`config.mk`:
```
export PLATFORM = sky130hd
export DESIGN_NAME = gray_decoder
export DESIGN_NICKNAME = d
export VERILOG_FILES = /design/src/rtl/gray_decoder.sv
export SDC_FILE = /design/constraint.sdc
export NUM_CORES = 1
export LEC_CHECK = 0
export ABC_AREA = 1
export CAP_MARGIN = 0
export CORE_MARGIN = 2
export CORE_UTILIZATION = 48
export DETAILED_ROUTE_END_ITERATION = 10
export GPL_TIMING_DRIVEN = 0
export PLACE_DENSITY = 0.8
export SETUP_SLACK_MARGIN = 0.05
export SYNTH_ARGS = -nofsm -noshare
export SYNTH_HDL_FRONTEND = slang
export SYNTH_SLANG_ARGS = --single-unit
```
`constraint.sdc`:
```
create_clock -name Clk -period 4 [get_ports Clk]
set_input_delay 0.8 -clock Clk [delete_from_list [all_inputs] [get_ports Clk]]
set_output_delay 0.8 -clock Clk [all_outputs]
set_load 0.005 [all_outputs]
```
`src/rtl/gray_decoder.sv`:
```
// gray_decoder: registered Gray-to-binary decode with step classification.
// Optional macro GRAY_DOWN_ALLOW_EN makes the -1 step legal and drives Down.
module gray_decoder #(
  parameter int WIDTH  = 3,
  parameter int WRAP_W = 4
) (
  input  logic              Clk,
  input  logic              Reset,
  input  logic              En,
  input  logic [WIDTH-1:0]  GrayIn,
  output logic [WIDTH-1:0]  Binary,
  output logic              Valid,
  output logic              Up,
  output logic              Down,
  output logic [WRAP_W-1:0] WrapCount,
  output logic              Overflow,
  output logic              Error
);

  localparam logic [WIDTH-1:0] ALL1 = '1;
  localparam logic [WIDTH-1:0] ONE  = WIDTH'(1);
  localparam logic [WIDTH-1:0] ZERO = '0;

  typedef enum logic [1:0] {
    IDLE  = 2'd0,
    TRACK = 2'd1,
    FAULT = 2'd2
  } state_t;

  state_t              state_q, state_d;
  logic [WIDTH-1:0]    bin_q, bin_d;
  logic                valid_q, valid_d;
  logic                up_q, up_d;
  logic [WRAP_W-1:0]   wrap_q, wrap_d;
  logic                ovf_q, ovf_d;
  logic                err_q, err_d;

  logic [WIDTH-1:0]    b_new;
  logic [WIDTH-1:0]    delta;
  logic                d_hold;
  logic                d_up;
  logic                prev_max;

`ifdef GRAY_DOWN_ALLOW_EN
  logic                down_q, down_d;
  logic                d_down;
  logic                prev_zero;
`endif

  // Gray-to-binary: each bit folds in all higher Gray bits
  always_comb begin
    b_new = GrayIn;
    for (int i = WIDTH - 2; i >= 0; i--) begin
      b_new[i] = b_new[i+1] ^ GrayIn[i];
    end
  end

  // Step size relative to the last accepted value, mod 2^WIDTH
  always_comb begin
    delta    = b_new - bin_q;
    d_hold   = (delta == ZERO);
    d_up     = (delta == ONE);
    prev_max = (bin_q == ALL1);
  end

`ifdef GRAY_DOWN_ALLOW_EN
  // Backward step detection
  always_comb begin
    d_down    = (delta == ALL1);
    prev_zero = (bin_q == ZERO);
  end
`endif

  // Next-state, classification and flag updates
  always_comb begin
    state_d = state_q;
    bin_d   = bin_q;
    valid_d = 1'b0;
    up_d    = 1'b0;
    wrap_d  = wrap_q;
    ovf_d   = ovf_q;
    err_d   = err_q;
`ifdef GRAY_DOWN_ALLOW_EN
    down_d  = 1'b0;
`endif
    if (En) begin
      bin_d   = b_new;
      valid_d = 1'b1;
      unique case (state_q)
        IDLE: begin
          state_d = TRACK;
        end
        TRACK: begin
          unique case (1'b1)
            d_hold: begin
            end
            d_up: begin
              up_d = 1'b1;
              if (prev_max) begin
                wrap_d = wrap_q + WRAP_W'(1);
                ovf_d  = 1'b1;
              end
            end
`ifdef GRAY_DOWN_ALLOW_EN
            d_down: begin
              down_d = 1'b1;
              if (prev_zero) begin
                wrap_d = wrap_q - WRAP_W'(1);
              end
            end
`endif
            default: begin
              err_d   = 1'b1;
              state_d = FAULT;
            end
          endcase
        end
        FAULT: begin
        end
        default: begin
          state_d = IDLE;
        end
      endcase
    end
  end

  // State and output registers, synchronous reset wins over En
  always_ff @(posedge Clk) begin
    if (Reset) begin
      state_q <= IDLE;
      bin_q   <= '0;
      valid_q <= 1'b0;
      up_q    <= 1'b0;
      wrap_q  <= '0;
      ovf_q   <= 1'b0;
      err_q   <= 1'b0;
    end else begin
      state_q <= state_d;
      bin_q   <= bin_d;
      valid_q <= valid_d;
      up_q    <= up_d;
      wrap_q  <= wrap_d;
      ovf_q   <= ovf_d;
      err_q   <= err_d;
    end
  end

`ifdef GRAY_DOWN_ALLOW_EN
  // Down pulse register
  always_ff @(posedge Clk) begin
    if (Reset) begin
      down_q <= 1'b0;
    end else begin
      down_q <= down_d;
    end
  end

  assign Down = down_q;
`else
  assign Down = 1'b0;
`endif

  assign Binary    = bin_q;
  assign Valid     = valid_q;
  assign Up        = up_q;
  assign WrapCount = wrap_q;
  assign Overflow  = ovf_q;
  assign Error     = err_q;

endmodule
```
Word-level counts from Yosys, hierarchy flattened
Cells that the tools add are included.
Widths: inputs -> output; s select.
{"block": "word_totals", "register_bits": 13, "input_bits": 6, "output_inout_bits": 12}
{"block": "classes", "n_addsub": 2, "n_eq_ne": 5, "n_mux": 4, "bitwise_logic": 6, "n_reduce_logical": 7}
{"operator": "$pmux 2 s3", "n": 1}
{"operator": "$reduce_and 3->1", "n": 2}
{"operator": "$add 4x1->4 const B", "n": 1}
{"operator": "$not 1->1", "n": 4}
{"operator": "$reduce_and 4->1", "n": 1}
{"operator": "$eq 3x1->1 const B", "n": 1}
{"operator": "$eq 3x3->1 const B", "n": 1}
{"operator": "$logic_not 3->1", "n": 1}
{"operator": "$reduce_or 3->1", "n": 1}
{"operator": "$sub 3x3->3", "n": 1}
{"operator": "$eq 2x1->1 const B", "n": 1}
{"operator": "$eq 2x2->1 const B", "n": 1}
{"operator": "$logic_not 2->1", "n": 1}
{"operator": "$mux 1", "n": 2}
{"operator": "$mux 2", "n": 1}
{"operator": "$ne 2x2->1 const B", "n": 1}
{"operator": "$reduce_or 2->1", "n": 1}
{"operator": "$xor 1x1->1", "n": 2}

Longest topological paths before layout
Gate-level depths: netlist of the first run.
{"block": "depth", "ltp_word": 7, "ltp_mapped": 13, "mapped_depth_nobuf": 13}

Least setup slack after synthesis of the first run
No wires, ideal clock.
{"block": "synth_path", "kind": "input-to-reg", "start": "input GrayIn[2]", "end": "register wrap_q[2], in the netlist WrapCount[2]", "t_arrival_ns": 2.532, "setup_slack_ns": 1.355, "stages": 12, "path_buffers": 0, "cell_sequence": "xor2_1 > xor2_1 > inv_1 > ha_1 > inv_1 > fa_1 > nor2_1 > nand3_2 > nor2_8 > nand3_1 > nand2_1 > nor2_1"}
{"block": "synth_between", "elab_chain_cells": 5}
{"item": "start, declared", "line": "10", "text": "input logic [WIDTH-1:0] GrayIn,"}
{"item": "$xor 1x1->1 (2 in a row)", "line": "54", "text": "b_new[i] = b_new[i+1] ^ GrayIn[i];"}
{"item": "$sub 3x3->3 *", "line": "60", "text": "delta = b_new - bin_q;"}
{"item": "$eq 3x1->1 *", "line": "62", "text": "d_up = (delta == ONE);"}
{"item": "$reduce_and 4->1 (no line) *"}
{"item": "end signal, assigned", "line": "142", "text": "wrap_q <= wrap_d;"}
{"item": "end, declared", "line": "34", "text": "logic [WRAP_W-1:0] wrap_q, wrap_d;"}
Mark *: on every way between the ends. The rest lies on a longest branch, timed or not.
A chain may end at the register's enable or synchronous reset.

Worst setup path in the final report of the first run
{"block": "layout_path", "start": "input GrayIn[2]", "end": "register wrap_q[3], in the netlist WrapCount[3]"}
{"block": "layout_between", "elab_chain_cells": 5}
{"item": "$xor 1x1->1 *", "line": "54"}
{"item": "via b_new[1]", "line": "38", "text": "logic [WIDTH-1:0] b_new;"}
{"item": "$xor 1x1->1", "line": "54"}
{"item": "$sub 3x3->3 *", "line": "60"}
{"item": "$eq 3x1->1 *", "line": "62"}
{"item": "$reduce_and 4->1 (no line) *"}
Mark *: on every way through the listed nets, which the timed path passes. The rest lies on a longest branch.

==> results of run 1 <==
## worst reg2reg max path, delay by kind of cell (launching register included)
family	cells	cell delay, ns
flops	1	0.39
buf+inv	1	0.05
simple gates	6	0.69
fa+ha+maj	2	0.62
## cells in the mapped netlist
library cell and number:
fa_1 1, nor2_8 1, dfxtp_1 13, nand4_1 1, a21oi_2 2, inv_2 2
inv_1 13, conb_1 1, buf_6 1, nand3_2 2, nor2_1 13, clkbuf_1 1
o21ai_1 2, o21ai_0 3, nand2_1 11, ha_1 2, xor2_1 2, nand3_1 6
nor3_1 1, or2_4 1, a21oi_1 5, buf_4 1
## per-layer routing
metal | routed length, µm | share of wire, % | track usage, %
met1 | 475 | 41 | 14.7
met2 | 592 | 51 | 29.7
met3 | 54 | 4.7 | 4.89
met4 | 31 | 2.7 | 12.5
met5 | 0 | 0 | 0
## report_power, final
part           switching, W  internal (W)  total [W]
Clock             0.0000451     0.0000388  0.0000839
Combinational     0.0000271     0.0000234  0.0000505
Sequential       0.00000462      0.000135   0.000140
Total             0.0000768      0.000197   0.000274
## path summary, 6_finish.rpt
kind	from	to	slack, ns
worst min register to register	Error	Error	0.45
worst max-delay path	GrayIn[2]	WrapCount[3]	0.90
worst max register to register	Binary[0]	WrapCount[3]	2.16
worst min-delay path	Error	Error	0.45
## metrics by stage
stage	hold WS, ns	setup WS, ns	instances	area, µm²	total power [W]
final	0.455	0.901	118	838	0.000274
after global routing	0.470	0.780	118	838	0.000286
after CTS	0.455	0.885	118	838	0.000277
after detailed placement	0.444	0.589	114	812	0.000194
after global placement	0.439	0.645	114	812	0.000192
after floorplan	0.443	1.36	85	653	0.000176
## flip-flops by register name, indices dropped and copies added (netlist names)
register and cells:
Binary 3, Up 1, WrapCount 4, Error 1, Overflow 1, state_q 2, Valid 1
## cell usage in the layout, fill, tap and decap left out, types with 3 or more instances in the layout
| master | Yosys | layout |
|---|---|---|
| clkdlybuf4s50_1 | 0 | 14 |
| dfxtp_1 | 13 | 13 |
| clkbuf_4 | 0 | 3 |
| o21ai_0 | 3 | 3 |
| a21oi_1 | 5 | 5 |
| nor2_1 | 13 | 13 |
| nand3_1 | 6 | 6 |
| nand2_1 | 11 | 11 |
| inv_1 | 13 | 13 |
## cell families after synthesis
family | share of synthesized area (%)
other | 0.574
AOI/OAI and AO/OA | 10.3
xor gates and xnor gates | 2.68
buffers and inverters | 12.1
adders and majority gates | 6.90
DFF | 39.8
and+or+nand+nor | 27.6
## layout make-up
class                   instances  area, µm²  area share [%]
inverters                      15       56.3            6.72
flip-flops and latches         13        260            31.0
clock buffers                   4       26.3            3.13
multi-input cells              54        314            37.5
plain buffers                   3       22.5            2.69
well taps                      15       18.8            2.24
repair buffers                 14        140            16.7
==> impl_results.md, run 1 <==
- RSZ-0062 raised after global routing: no
- Filler instances: 127
- Endpoint type of the worst setup path: register
- Number of antenna violations at the first check in global routing: 0
- Area share of the largest cell type after synthesis: 39.8%
- Outcome: finished clean
- Tmin final: 3.10 ns
- Crit-path max cell delay: roughly 0.52 ns
- Hold Path Cell Cnt: 2
- Largest cells by area after synthesis: dfxtp_1 (40%), inv_1 (7.5%), nor2_1 (7.5%)
- Pin count of the biggest net entering global routing: 10
- Fmax: 323 MHz
- Width of the chip: 40.9 µm
- Instance count on the critical path: 13
- Resize count post-CTS: 0
- WP data arrival: 3.28 ns
- Die height: between 40 and 50 µm
- Nets: 113
- Routed wire length: 1.15 mm
- Crit path max-delay cell type: clkdlybuf4s50_1
- Required @ worst endpoint: roughly 4.2 ns
- CTS Hold Bufs: 0
- Maximum clock path buffer count: 2
- Port Buffers: 14
- Power density cells: 327 nW/µm²
- Root buffer cell: clkbuf_4
- Worst skew pair latency: 0.28 ns
- Drt pass-1 iters: 2
- Synth Warn #: 0
- Top Ports: 18
- Setup bufs post-CTS: 0
- Final period utilization: 77.5%
- CP top delay family: simple AND/OR/NAND/NOR gates
- GRT Residual Overflow: 0
- Starting Density: between 50% and 60%
- Crit start category: input port
- Global-route wire length before repair: between 1.5 and 2 mm
- Die area: roughly 1700 µm²
- Core Area: 1280 µm²
- Row count: 13
- GRT Util Overall: 16.3%
- Setup Crit Path Kind: in -> reg
- Routed len/inst: 9.78 µm
- Post-DRT Antenna Nets: 0
- Post-DP HPWL: 925 µm
- Clk sinks: 13
- Post-synthesis sequential area ratio: 39.8%
- Syn_area_per_cell: around 7.7 µm²
- Fin. max-slew vios: 0
- Layout Utilization: 65.2%
- H-tree depth: 1
- Share of cells above drive strength 1: 12.6%
- Residual DRC count: 0
- P_leak: 0.385 nW
- # diodes: 0
- Min-Delay Path Class: reg -> reg
- P&R area growth vs syn: 28.4%
- TNS Setup: 0 ns
- Synth Register Bits: 13
- Final setup viols: 0
- Critical Path Fanout Max: 8
- Gpl congestion: 0.809
- Buf/Inv on CP: 3
- Worst path cell trace: clkdlybuf4s50_1 -> xor2_1 -> xor2_1 -> inv_1 -> ha_1 -> inv_1 -> fa_1 -> nor2_1 -> nand3_2 -> nor2_8 -> nand3_1 -> nand2_1 -> nor2_1
- Syn Nets: 94
- Via/cell ratio: 4.83
- Hold Violations, Final: 0
- Clock buffer count from CTS: 3
- Clock transition at path regs: 0.07 ns
- Post-synthesis instance total: 85
- Setup Skew: 0.00775 ns
- Maximum VDD drop: 0.000209 V
- # Max-Cap Violations: 0
- Cells on worst reg2reg path: 9
- 1st-iter DRT viols: 6
- CTS tree: yes
- Vias in the first global route: 455
- Synth unique cells: 22
- Area of the mapped netlist: between 600 and 700 µm²
- Synth area leader: dfxtp_1
- Routed vias: 570
Power figures use the tool's default switching activity.
==> run 2: changes to the inputs <==
--- a/config.mk
+++ b/config.mk
@@ -8,10 +8,10 @@
 export ABC_AREA = 1
 export CAP_MARGIN = 0
 export CORE_MARGIN = 2
-export CORE_UTILIZATION = 48
+export CORE_UTILIZATION = 41
 export DETAILED_ROUTE_END_ITERATION = 10
 export GPL_TIMING_DRIVEN = 0
-export PLACE_DENSITY = 0.8
+export PLACE_DENSITY = 0.73
 export SETUP_SLACK_MARGIN = 0.05
 export SYNTH_ARGS = -nofsm -noshare
 export SYNTH_HDL_FRONTEND = slang
==> constraint.sdc (replaced) <==
create_clock -name Clk -period 2.55 [get_ports Clk]
set_input_delay 0.51 -clock Clk [delete_from_list [all_inputs] [get_ports Clk]]
set_output_delay 0.51 -clock Clk [all_outputs]
set_load 0.005 [all_outputs]
==> run 2 against run 1 <==
- die area rose by 15%
- routed wire length is 0.43% higher
- hold slack worse by 0.013 ns
- critical path depth did not move
- clock power rose by 47%
- design area increased by 3.9%
- first-iteration DRC count decreased by 17%
- critical path type unchanged
- largest cell class unchanged
==> impl_results.md, run 2 (same netlist as run 1, synthesis figures left out) <==
- Outcome: finished clean
- Clock buffer count from CTS: 3
- Final setup viols: 0
- Starting Density: 43.4%
- Tmin final: about 2.4 ns
- Share of cells above drive strength 1: a little under a fifth
- Required @ worst endpoint: between 2 and 3 ns
- Critical Path Fanout Max: 8
- RSZ-0062 raised after global routing: no
- Post-Place Worst Slack: -0.557 ns
- Gpl congestion: 0.764
- Width of the chip: about 44 µm
- Die area: approximately 1900 µm²
- Routed wire length: 1.16 mm
- Routed vias: 573
- Min-Delay Path Class: in -> reg
- Worst skew pair latency: about 0.27 ns
- Number of antenna violations at the first check in global routing: 0
- Clk sinks: 13
- P&R area growth vs syn: 33.3%
- Global-route wire length before repair: roughly 1.9 mm
- Setup ws final: 0.174 ns
- WP data arrival: between 2 and 3 ns
- Root buffer cell: clkbuf_4
- Switch Pwr: 0.000115 W
- GRT Residual Overflow: 0
- CTS Hold Bufs: 0
- Power density cells: 495 nW/µm²
- Power share of the clock group: 28.5%
- H-tree depth: 1
- Via/cell ratio: 4.70
- Port Buffers: 14
- Register share of total power: 51.0%
- TNS Setup: 0 ns
- Crit start category: input port
- Core Area: roughly 1500 µm²
- Endpoint type of the worst setup path: register
- Leading cell types in the layout, fill and taps excluded: dfxtp_1 (13), inv_1 (13), nor2_1 (12), clkdlybuf4s50_1 (12), nand2_1 (11)
- 1st-iter DRT viols: 5
- Dpl cells: around 120
- Fmax: 421 MHz
- Vias in the first global route: 505
- Setup Skew: 0.00223 ns
- GRT Util Overall: 13.2%
- Largest register FFs: 4
- Combinational share of power: between 20% and 30%
- CTS tree: yes
- # Max-Cap Violations: 0
- Post-DRT Antenna Nets: 0
- Setup Crit Path Kind: in -> reg
- Top Ports: 18
- Residual DRC count: 0
- Filler instances: 160
- Hold Violations, Final: 0
- Nets: 116
- Drt pass-1 iters: 4
- Fin. max-slew vios: 0
- Routed len/inst: 9.50 µm
- Sw Share: a little over a quarter
- Int Power: 0.000316 W
- P_leak: around 0.4 nW
- # diodes: 0
- Clock transition at path regs: around 0.080 ns
- Row count: 14
- Post-DP HPWL: a little under 900 µm
- Maximum clock path buffer count: 2
- Die height: 43.9 µm
- Final period utilization: between 90% and 100%
- Pin count of the biggest net entering global routing: 10
- Fin cells: 122
- Maximum VDD drop: 0.000334 V
run 2: changes by cell type in the layout (fill, tap and decap cells not counted), sizes merged:
cell,delta
clkdlybuf4s50,-2
buf,+3
clkbuf,+1
dlygate4sd2,+1
run 2: final cells by class:
type                    instances  area, µm²  area share, %
inverters                      15       56.3           6.47
repair buffers                 17        156           18.0
plain buffers                   3       22.5           2.59
multi-input cells              54        329           37.8
flip-flops and latches         13        260           29.9
well taps                      16       20.0           2.30
clock buffers                   4       26.3           3.02
run 2: repair_timing:
item / 4_1_cts / 5_1_grt
buffers inserted: 2 / 1
setup endpoints to repair: 9 / 5
pin swaps: 5 / 5
gates cloned: 0 / 0
gates resized for setup: 3 / 4
run 2: metrics by stage:
stage / hold slack (ns) / area, µm² / total power (W) / util [%]
2_1_floorplan: 0.443 / 653 / 0.000275 / -
3_3_place_gp: 0.439 / 813 / 0.000301 / 54.0
3_5_place_dp: 0.447 / 813 / 0.000303 / 54.0
4_1_cts: 0.427 / 860 / 0.000435 / 57.1
5_1_grt: 0.429 / 871 / 0.000460 / 57.8
6_report: 0.441 / 871 / 0.000431 / 57.8
run 2: critical path: stages:
cell	delay, ns
dlygate4sd2_1	0.25
xor2_2	0.22
xor2_1	0.21
inv_1	0.06
ha_1	0.17
inv_1	0.07
fa_1	0.40
nor2_1	0.15
nand3_2	0.14
nor2_8	0.18
nand3_1	0.09
nand2_1	0.06
nor2_1	0.04
run 2: power groups by stage:
| stage | Combinational [W] | Sequential, W | Clock [W] |
|---|---|---|---|
| final | 0.0000885 | 0.000220 | 0.000123 |
| after global routing | 0.0000989 | 0.000221 | 0.000140 |
| after CTS | 0.0000859 | 0.000220 | 0.000130 |
| after detailed placement | 0.0000789 | 0.000224 | 0 |
| after global placement | 0.0000771 | 0.000224 | 0 |
| after floorplan | 0.0000520 | 0.000223 | 0 |
run 2: final timing paths:
check,cells after the start,slack (ns),endpoint,start
worst max-delay path,13,0.17,WrapCount[2],GrayIn[1]
worst min-delay path,2,0.44,Binary[2],En
worst max register to register,9,0.72,WrapCount[2],Binary[0]
worst min register to register,2,0.45,Error,Error
run 2: routing by layer:
metal / vias to the layer above / part of all wire [%] / GRT usage, %
li1: 305 / - / -
met1: 257 / 44 / 14.7
met2: 11 / 51 / 22.4
met3: 0 / 4.7 / 5.00
met4: 0 / 0 / 5.45
met5: - / 0 / 0
==> RTL change 1: new RTL, settings of run 2 <==
Add a define of `GRAY_DOWN_ALLOW_EN`.
--- a/src/rtl/gray_decoder.sv
+++ b/src/rtl/gray_decoder.sv
@@ -1,5 +1,7 @@
 // gray_decoder: registered Gray-to-binary decode with step classification.
 // Optional macro GRAY_DOWN_ALLOW_EN makes the -1 step legal and drives Down.
+`define GRAY_DOWN_ALLOW_EN
+
 module gray_decoder #(
   parameter int WIDTH  = 3,
   parameter int WRAP_W = 4
Function: changed (a bounded check fails within 4 cycles, from zero or initial values and one cycle with Reset high).
==> RTL change 1 against run 2 <==
  * The run now ends with setup timing left
  * Sequential cell count rose by 1
  * Fmax fell by 15%
  * Area after synthesis rose by 28%
  * Critical path depth rose by 3
  * Global-route usage rose by 1.4 points
  * Synthesized cell count rose by 28%
  * Power rose by 37%
  * Utilization rose by 2.6 points
  * Routed wire length rose by 42%
  * Non-clock buffer count rose by 3
  * Die area rose by 25%
  * Via count rose by 32%
  * Design area rose by 35%
  * Setup slack got worse by 0.42 ns
  * Critical path type unchanged
  * Critical endpoint is now WrapCount[1]$_SDFFE_PP0P_
==> RTL change 1: results (changes against run 2) <==
The checks that failed: setup timing. Routability congestion estimate: 0.746 (was 0.764). The tools report the total via count after detailed routing as 754 (was 573). Cell types with the highest counts after synthesis: nand2_1 (20), inv_1 (15), dfxtp_1 (14) (was dfxtp_1 (13), inv_1 (13), nor2_1 (13)). The tools report the count of different cell masters after synthesis as 22 (unchanged). The largest clock skew in the final design was 0.00418 ns (was 0.00223 ns); the fraction of registers with async set or reset after synthesis was 0% (unchanged).

The worst ir drop on vdd came out at 0.000445 V (was 0.000334 V). The ratio of cells with drive above 1 in the final layout was 31.1% (was 18.9%); the internal power component was 393 uW (was 316 uW). The count of buffers inserted at the top-level ports works out to 17 (was 14).

The post-route worst setup slack came out at -0.243 ns (was 0.174 ns). The clock latency of the later-clocked register in the worst-skew pair is 0.27 ns (about the same). The total number of H-tree levels was 1 (unchanged). The wire length reported by the detailed router is 1640 um (was 1160 um), and the count of placed standard cells including taps is 153 (was 115). The buffer levels on the longest clock path was 2 (unchanged). The global-route usage over all layers came out at 14.6% (was 13.2%). The CTS root buffer is clkbuf_4 (unchanged). The antenna diode instance count came out at 0 (unchanged). The tools report the number of warnings reported in the yosys synthesis log as 0 (unchanged).

The largest fanout on the critical path is 6 (was 8), and the number of buffers added by the clock tree synthesis step is 3 (unchanged). The worst min-delay path class is register to register (was input port to register). For the number of nets produced by synthesis, the log shows 120 (was 94). In this run the tightest slew margin relative to its limit is 80.9%. Slowest cell on the critical path: fa_2 (was fa_1). The run gives 0.000514 uW (was 0.000402 uW) as the leakage component of the power. TritonCTS built the clock tree. The number of cells on the worst reg-to-reg path was 12 (was 9); the number of fillers in the final layout was 180 (was 160). The flow ran to the end, but the final reports show violations. For the number of violations reported at the end of detailed-routing iteration 0, the log shows 9 (was 5). Largest stage delay on the critical path: 0.54 ns (was 0.40 ns). Hold path depth: 2 (unchanged). The logs give 4 (unchanged) for the total iterations of the first detailed-routing run and 2780 um (was 1870 um) for the first-pass GRT wire length. Top post-synthesis cells by area: dfxtp_1 (33%), nand2_1 (9.0%), inv_1 (6.7%) (was dfxtp_1 (40%), inv_1 (7.5%), nor2_1 (7.5%)).

The primary flip-flop cell chosen by synthesis mapping is dfxtp_1 (unchanged). The total half-perimeter wirelength after legalization and detailed placement was 1280 um (was 886 um). For the number of global-route vias before repair, the log shows 705 (was 505). The via density per instance is 4.65 (was 4.70), and the critical path arrival is 2.96 ns (was 2.55 ns). The flip-flop count of the largest register after layout was 4 (unchanged); the count of mapped cells out of synthesis was 109 (was 85). The logs give 10 (unchanged) for the pin count of the biggest net entering global routing and 3 (was 0) for the count of endpoints failing setup in the final report. The clock slew seen by the registers of the worst setup and hold paths came out at 0.08 ns (about the same). For the number of antenna violations at the first check in global routing, the log shows 0 (unchanged). The run gives 33.5% (was 39.8%) as the fraction of the yosys area taken by sequential cells.
-- RTL change 1: cell types whose count changed after synthesis, sizes merged, moves of 2 or more --
cell / change
buf: -2
inv: +3
nand2: +16
nand3: +4
o21ai: +2
-- RTL change 1: final timing paths --
check,startpoint,end,slack [ns]
setup / recovery,GrayIn[1],WrapCount[1]$_SDFFE_PP0P_,-0.24
hold / removal,Error$_SDFFE_PP0P_,Error$_SDFFE_PP0P_,0.46
setup reg to reg,Binary[0]$_SDFFE_PP0P_,WrapCount[1]$_SDFFE_PP0P_,0.07
hold reg to reg,Error$_SDFFE_PP0P_,Error$_SDFFE_PP0P_,0.46
-- RTL change 1: what timing repair did --
item                       in CTS  in global routing
pin swaps                      10                 11
gates resized for setup        19                  4
cloned                          0                  0
buffers inserted                4                  2
setup endpoints to repair      10                  4
hold buffers                    0                  0
-- RTL change 1: power by group through the flow --
stage | Clock (uW) | Combinational [uW] | Sequential [uW]
final | 116 | 235 | 241
after global routing | 136 | 260 | 243
after CTS | 124 | 224 | 241
after detailed placement | 0 | 201 | 246
after global placement | 0 | 194 | 246
after floorplan | 0 | 147 | 246
-- RTL change 1: worst max-delay path: cells and delay by family --
| kind | cells | cell delay, ns |
|---|---|---|
| AND/OR/NAND/NOR | 5 | 0.38 |
| adder cells (fa/ha/maj) | 3 | 1.22 |
| buffers and inverters | 6 | 0.51 |
| XOR/XNOR | 2 | 0.32 |
-- RTL change 1: cell type report --
class / count / area share (%)
Sequential cell: 14 / 23.9
Clock buffer: 3 / 1.92
Timing Repair Buffer: 23 / 19.1
Tap cell: 27 / 2.88
Inverter: 18 / 5.98
Multi-Input combinational cell: 77 / 46.2
-- RTL change 1: logic make-up (layout without fill, tap and decap cells) --
logic type               Yosys count  after routing  share of synthesized area (%)
AND/OR/NAND/NOR                   54             54                           36.3
buffers and inverters             18             44                           8.07
AO/OA/AOI/OAI                     15             15                           9.72
flip-flops                        14             14                           33.5
adder cells (fa/ha/maj)            5              5                           9.27
XOR/XNOR                           3              3                           3.14
-- RTL change 1: routing by layer --
metal / share of wire (%) / GRT usage, % / wire (um)
met1: 43 / 16.8 / 711
met2: 51 / 27.0 / 844
met3: 5.2 / 4.60 / 85
met4: 0 / 1.43 / 0
met5: 0 / 0 / 0
-- RTL change 1: per-stage QoR --
| stage | utilization, % | setup TNS (ns) | cell area (sq um) | setup slack (ns) |
|---|---|---|---|---|
| floorplan | - | -0.418 | 875 | -0.261 |
| global placement | 55.5 | -5.02 | 1080 | -1.03 |
| detailed placement | 55.5 | -5.72 | 1080 | -1.14 |
| CTS | 59.0 | -0.571 | 1150 | -0.232 |
| global route | 60.4 | -1.10 | 1170 | -0.371 |
| finish | 60.4 | -0.685 | 1170 | -0.243 |
==> RTL change 2: new RTL, settings of run 2 <==
Without the edit above. Register the output `WrapCount` once more, cleared by the reset; this adds one clock of latency there. The other outputs are not delayed to match.
--- a/src/rtl/gray_decoder.sv
+++ b/src/rtl/gray_decoder.sv
@@ -163,7 +163,13 @@
   assign Binary    = bin_q;
   assign Valid     = valid_q;
   assign Up        = up_q;
-  assign WrapCount = wrap_q;
+  always_ff @(posedge Clk) begin
+    if (Reset) begin
+      WrapCount <= '0;
+    end else begin
+      WrapCount <= wrap_q;
+    end
+  end
   assign Overflow  = ovf_q;
   assign Error     = err_q;
 
Function: changed (Yosys sat finds a counterexample within 4 cycles, from zero or initial values and one cycle with Reset high).
==> RTL change 2 against run 2 <==
  * Area after synthesis increased by 13%
  * Design area increased by 10%
  * Sequential power is 28% higher
  * Largest cell class is now flip-flops and latches
  * Utilization shrank 1.5 points
  * Setup slack better by 0.036 ns
  * Routed wire length is 5.4% higher
  * Critical endpoint is now wrap_q[3]$_SDFFE_PP0P_
  * Global-route usage is 0.36 points lower
  * Sequential cell count rose by 4
  * Power up 18%
  * First-iteration DRC count rose by 20%
  * Largest power group unchanged
  * Synthesized cell count up 12%
  * Critical path type unchanged
==> RTL change 2: results (changes against run 2) <==
The global-route usage over all layers was 12.8% (was 13.2%); the clock slew seen by the registers of the worst setup and hold paths was 0.09 ns. The run gives 46.2% (was 39.8%) as the fraction of the yosys area taken by sequential cells. The startpoint of the lowest-slack hold path was wrap_q[3]$_SDFFE_PP0P_ (was En).

The number of warnings reported in the yosys synthesis log is 0 (unchanged), and the ratio of cells with drive above 1 in the final layout is 13.0% (was 18.9%). The fraction of registers with async set or reset after synthesis works out to 0% (unchanged). Minimum hold slack: 0.451 ns (was 0.441 ns). Number of buffers added by the clock tree synthesis step: 3 (unchanged). The logs give 0 (unchanged) for the antenna diode instance count and 4 (unchanged) for the total iterations of the first detailed-routing run.

The tools report the total number of H-tree levels as 1 (unchanged). The tools report the endpoint of the worst hold-timing path as WrapCount[3]$_SDFF_PP0_ (was Binary[2]$_SDFFE_PP0P_). The primary flip-flop cell chosen by synthesis mapping was dfxtp_1 (unchanged). The number of global-route vias before repair was 500 (was 505). The tools report the internal reg-to-reg setup slack as 0.77 ns (was 0.72 ns). For the count of different cell masters after synthesis, the log shows 21 (was 22). Top post-synthesis cells by area: dfxtp_1 (46%), inv_1 (8.1%), nor2_1 (7.6%) (was dfxtp_1 (40%), inv_1 (7.5%), nor2_1 (7.5%)). The pin count of the biggest net entering global routing was 11 (was 10). The total via count after detailed routing was 615 (was 573).

The largest fanout on the critical path is 8 (unchanged), and the first-pass GRT wire length is 1940 um (was 1870 um). The clock latency of the later-clocked register in the worst-skew pair came out at 0.29 ns (was 0.27 ns). The CTS root buffer is clkbuf_4 (unchanged). The worst min-delay path class is register to register (was input port to register). The critical path arrival was 2.53 ns (was 2.55 ns); the post-detailed-route wirelength per cell was 8.73 um (was 9.50 um).

The number of violations reported at the end of detailed-routing iteration 0 came out at 6 (was 5). The largest clock skew in the final design is 0.00690 ns (was 0.00223 ns), and the count of buffers inserted at the top-level ports is 15 (was 14). The run gives 125 (was 116) as the number of nets in the final layout. Buffer levels on the longest clock path: 2 (unchanged). The run finished with clean final reports.

The number of cells on the worst reg-to-reg path was 9 (unchanged); the hold path depth was 2 (unchanged). The number of nets produced by synthesis was 104 (was 94); the number of fillers in the final layout was 160 (unchanged). The number of antenna violations at the first check in global routing was 0 (unchanged); the worst ir drop on vdd was 0.000193 V (was 0.000334 V). The leakage component of the power is 0.000413 uW (was 0.000402 uW). The run gives 0.787 (was 0.764) as the routability congestion estimate. Total half-perimeter wirelength after legalization and detailed placement: 918 um (was 886 um). The tools report the reg-to-reg critical path startpoint as Binary[0]$_SDFFE_PP0P_ (unchanged). Cell types with the highest counts after synthesis: dfxtp_1 (17), inv_1 (16), nor2_1 (15) (was dfxtp_1 (13), inv_1 (13), nor2_1 (13)).

The count of state elements after synthesis is 17 (was 13). The reg-to-reg endpoint is wrap_q[3]$_SDFFE_PP0P_ (was WrapCount[2]$_SDFFE_PP0P_).
-- RTL change 2: cell count changes in the layout (fill, tap and decap cells not counted), sizes merged, moves of 2 or more --
cell	run 2	this run
dfxtp	13	17
inv	15	18
buf	5	3
clkbuf	6	4
nor2	14	16
-- RTL change 2: worst max path at each step --
stage / cells past startpoint / slack (ns) / start / endpoint
finish: 13 / 0.21 / GrayIn[2] / wrap_q[3]$_SDFFE_PP0P_
global route: 13 / 0.03 / GrayIn[2] / wrap_q[3]$_SDFFE_PP0P_
CTS: 13 / 0.15 / GrayIn[2] / wrap_q[1]$_SDFFE_PP0P_
detailed placement: 13 / -0.48 / GrayIn[2] / wrap_q[3]$_SDFFE_PP0P_
global placement: 13 / -0.48 / GrayIn[2] / wrap_q[2]$_SDFFE_PP0P_
floorplan: 12 / 0.21 / GrayIn[2] / wrap_q[2]$_SDFFE_PP0P_
-- RTL change 2: layer usage --
layer	wire, um	GRT usage [%]
met5	0	0
met3	58	3.92
met4	24	8.00
met1	601	16.4
met2	538	18.6
-- RTL change 2: cells by family after synthesis --
group / after synthesis / share of synthesized area [%]
AO/OA/AOI/OAI: 13 / 9.17
XOR/XNOR: 2 / 2.38
adder cells (fa/ha/maj): 3 / 6.11
buffers and inverters: 21 / 11.7
flip-flops: 17 / 46.2
other: 1 / 0.509
AND/OR/NAND/NOR: 38 / 23.9
-- RTL change 2: cell type report --
class,count,share of cell area (%)
multi-input cells,57,33.3
repair buffers,16,16.1
clock buffers,3,2.34
clock inverters,1,0.521
plain buffers,3,1.95
inverters,18,7.03
flip-flops and latches,17,35.4
well taps,25,3.26
-- RTL change 2: report_power, final --
group / switching, uW / total, uW / internal [uW]
Clock: 83.4 / 142 / 58.2
Sequential: 7.42 / 282 / 274
Combinational: 44.0 / 84.9 / 40.9
-- RTL change 2: repair_timing --
action,CTS,global route
buffers inserted,0,1
endpoints found under the setup margin,5,4
gates cloned,0,0
gates resized for setup,3,1
pin swaps,4,3
-- RTL change 2: critical path, cell delays in order --
cell           delay [ns]
dlygate4sd2_1        0.28
xor2_2               0.22
xor2_1               0.18
inv_1                0.06
ha_1                 0.18
inv_1                0.06
fa_1                 0.43
nor2_2               0.11
nand3_2              0.11
nor2_4               0.19
nand3_1              0.09
nand2_1              0.07
nor2_1               0.03
-- RTL change 2: stage by stage --
step	area (sq um)	instances	utilization, %	setup slack, ns	setup TNS (ns)
2_1_floorplan	737	95	-	0.212	0
3_3_place_gp	918	135	53.8	-0.482	-3.10
3_5_place_dp	918	135	53.8	-0.479	-3.12
4_1_cts	951	139	55.7	0.154	0
5_1_grt	961	140	56.3	0.0332	0
6_report	961	140	56.3	0.211	0
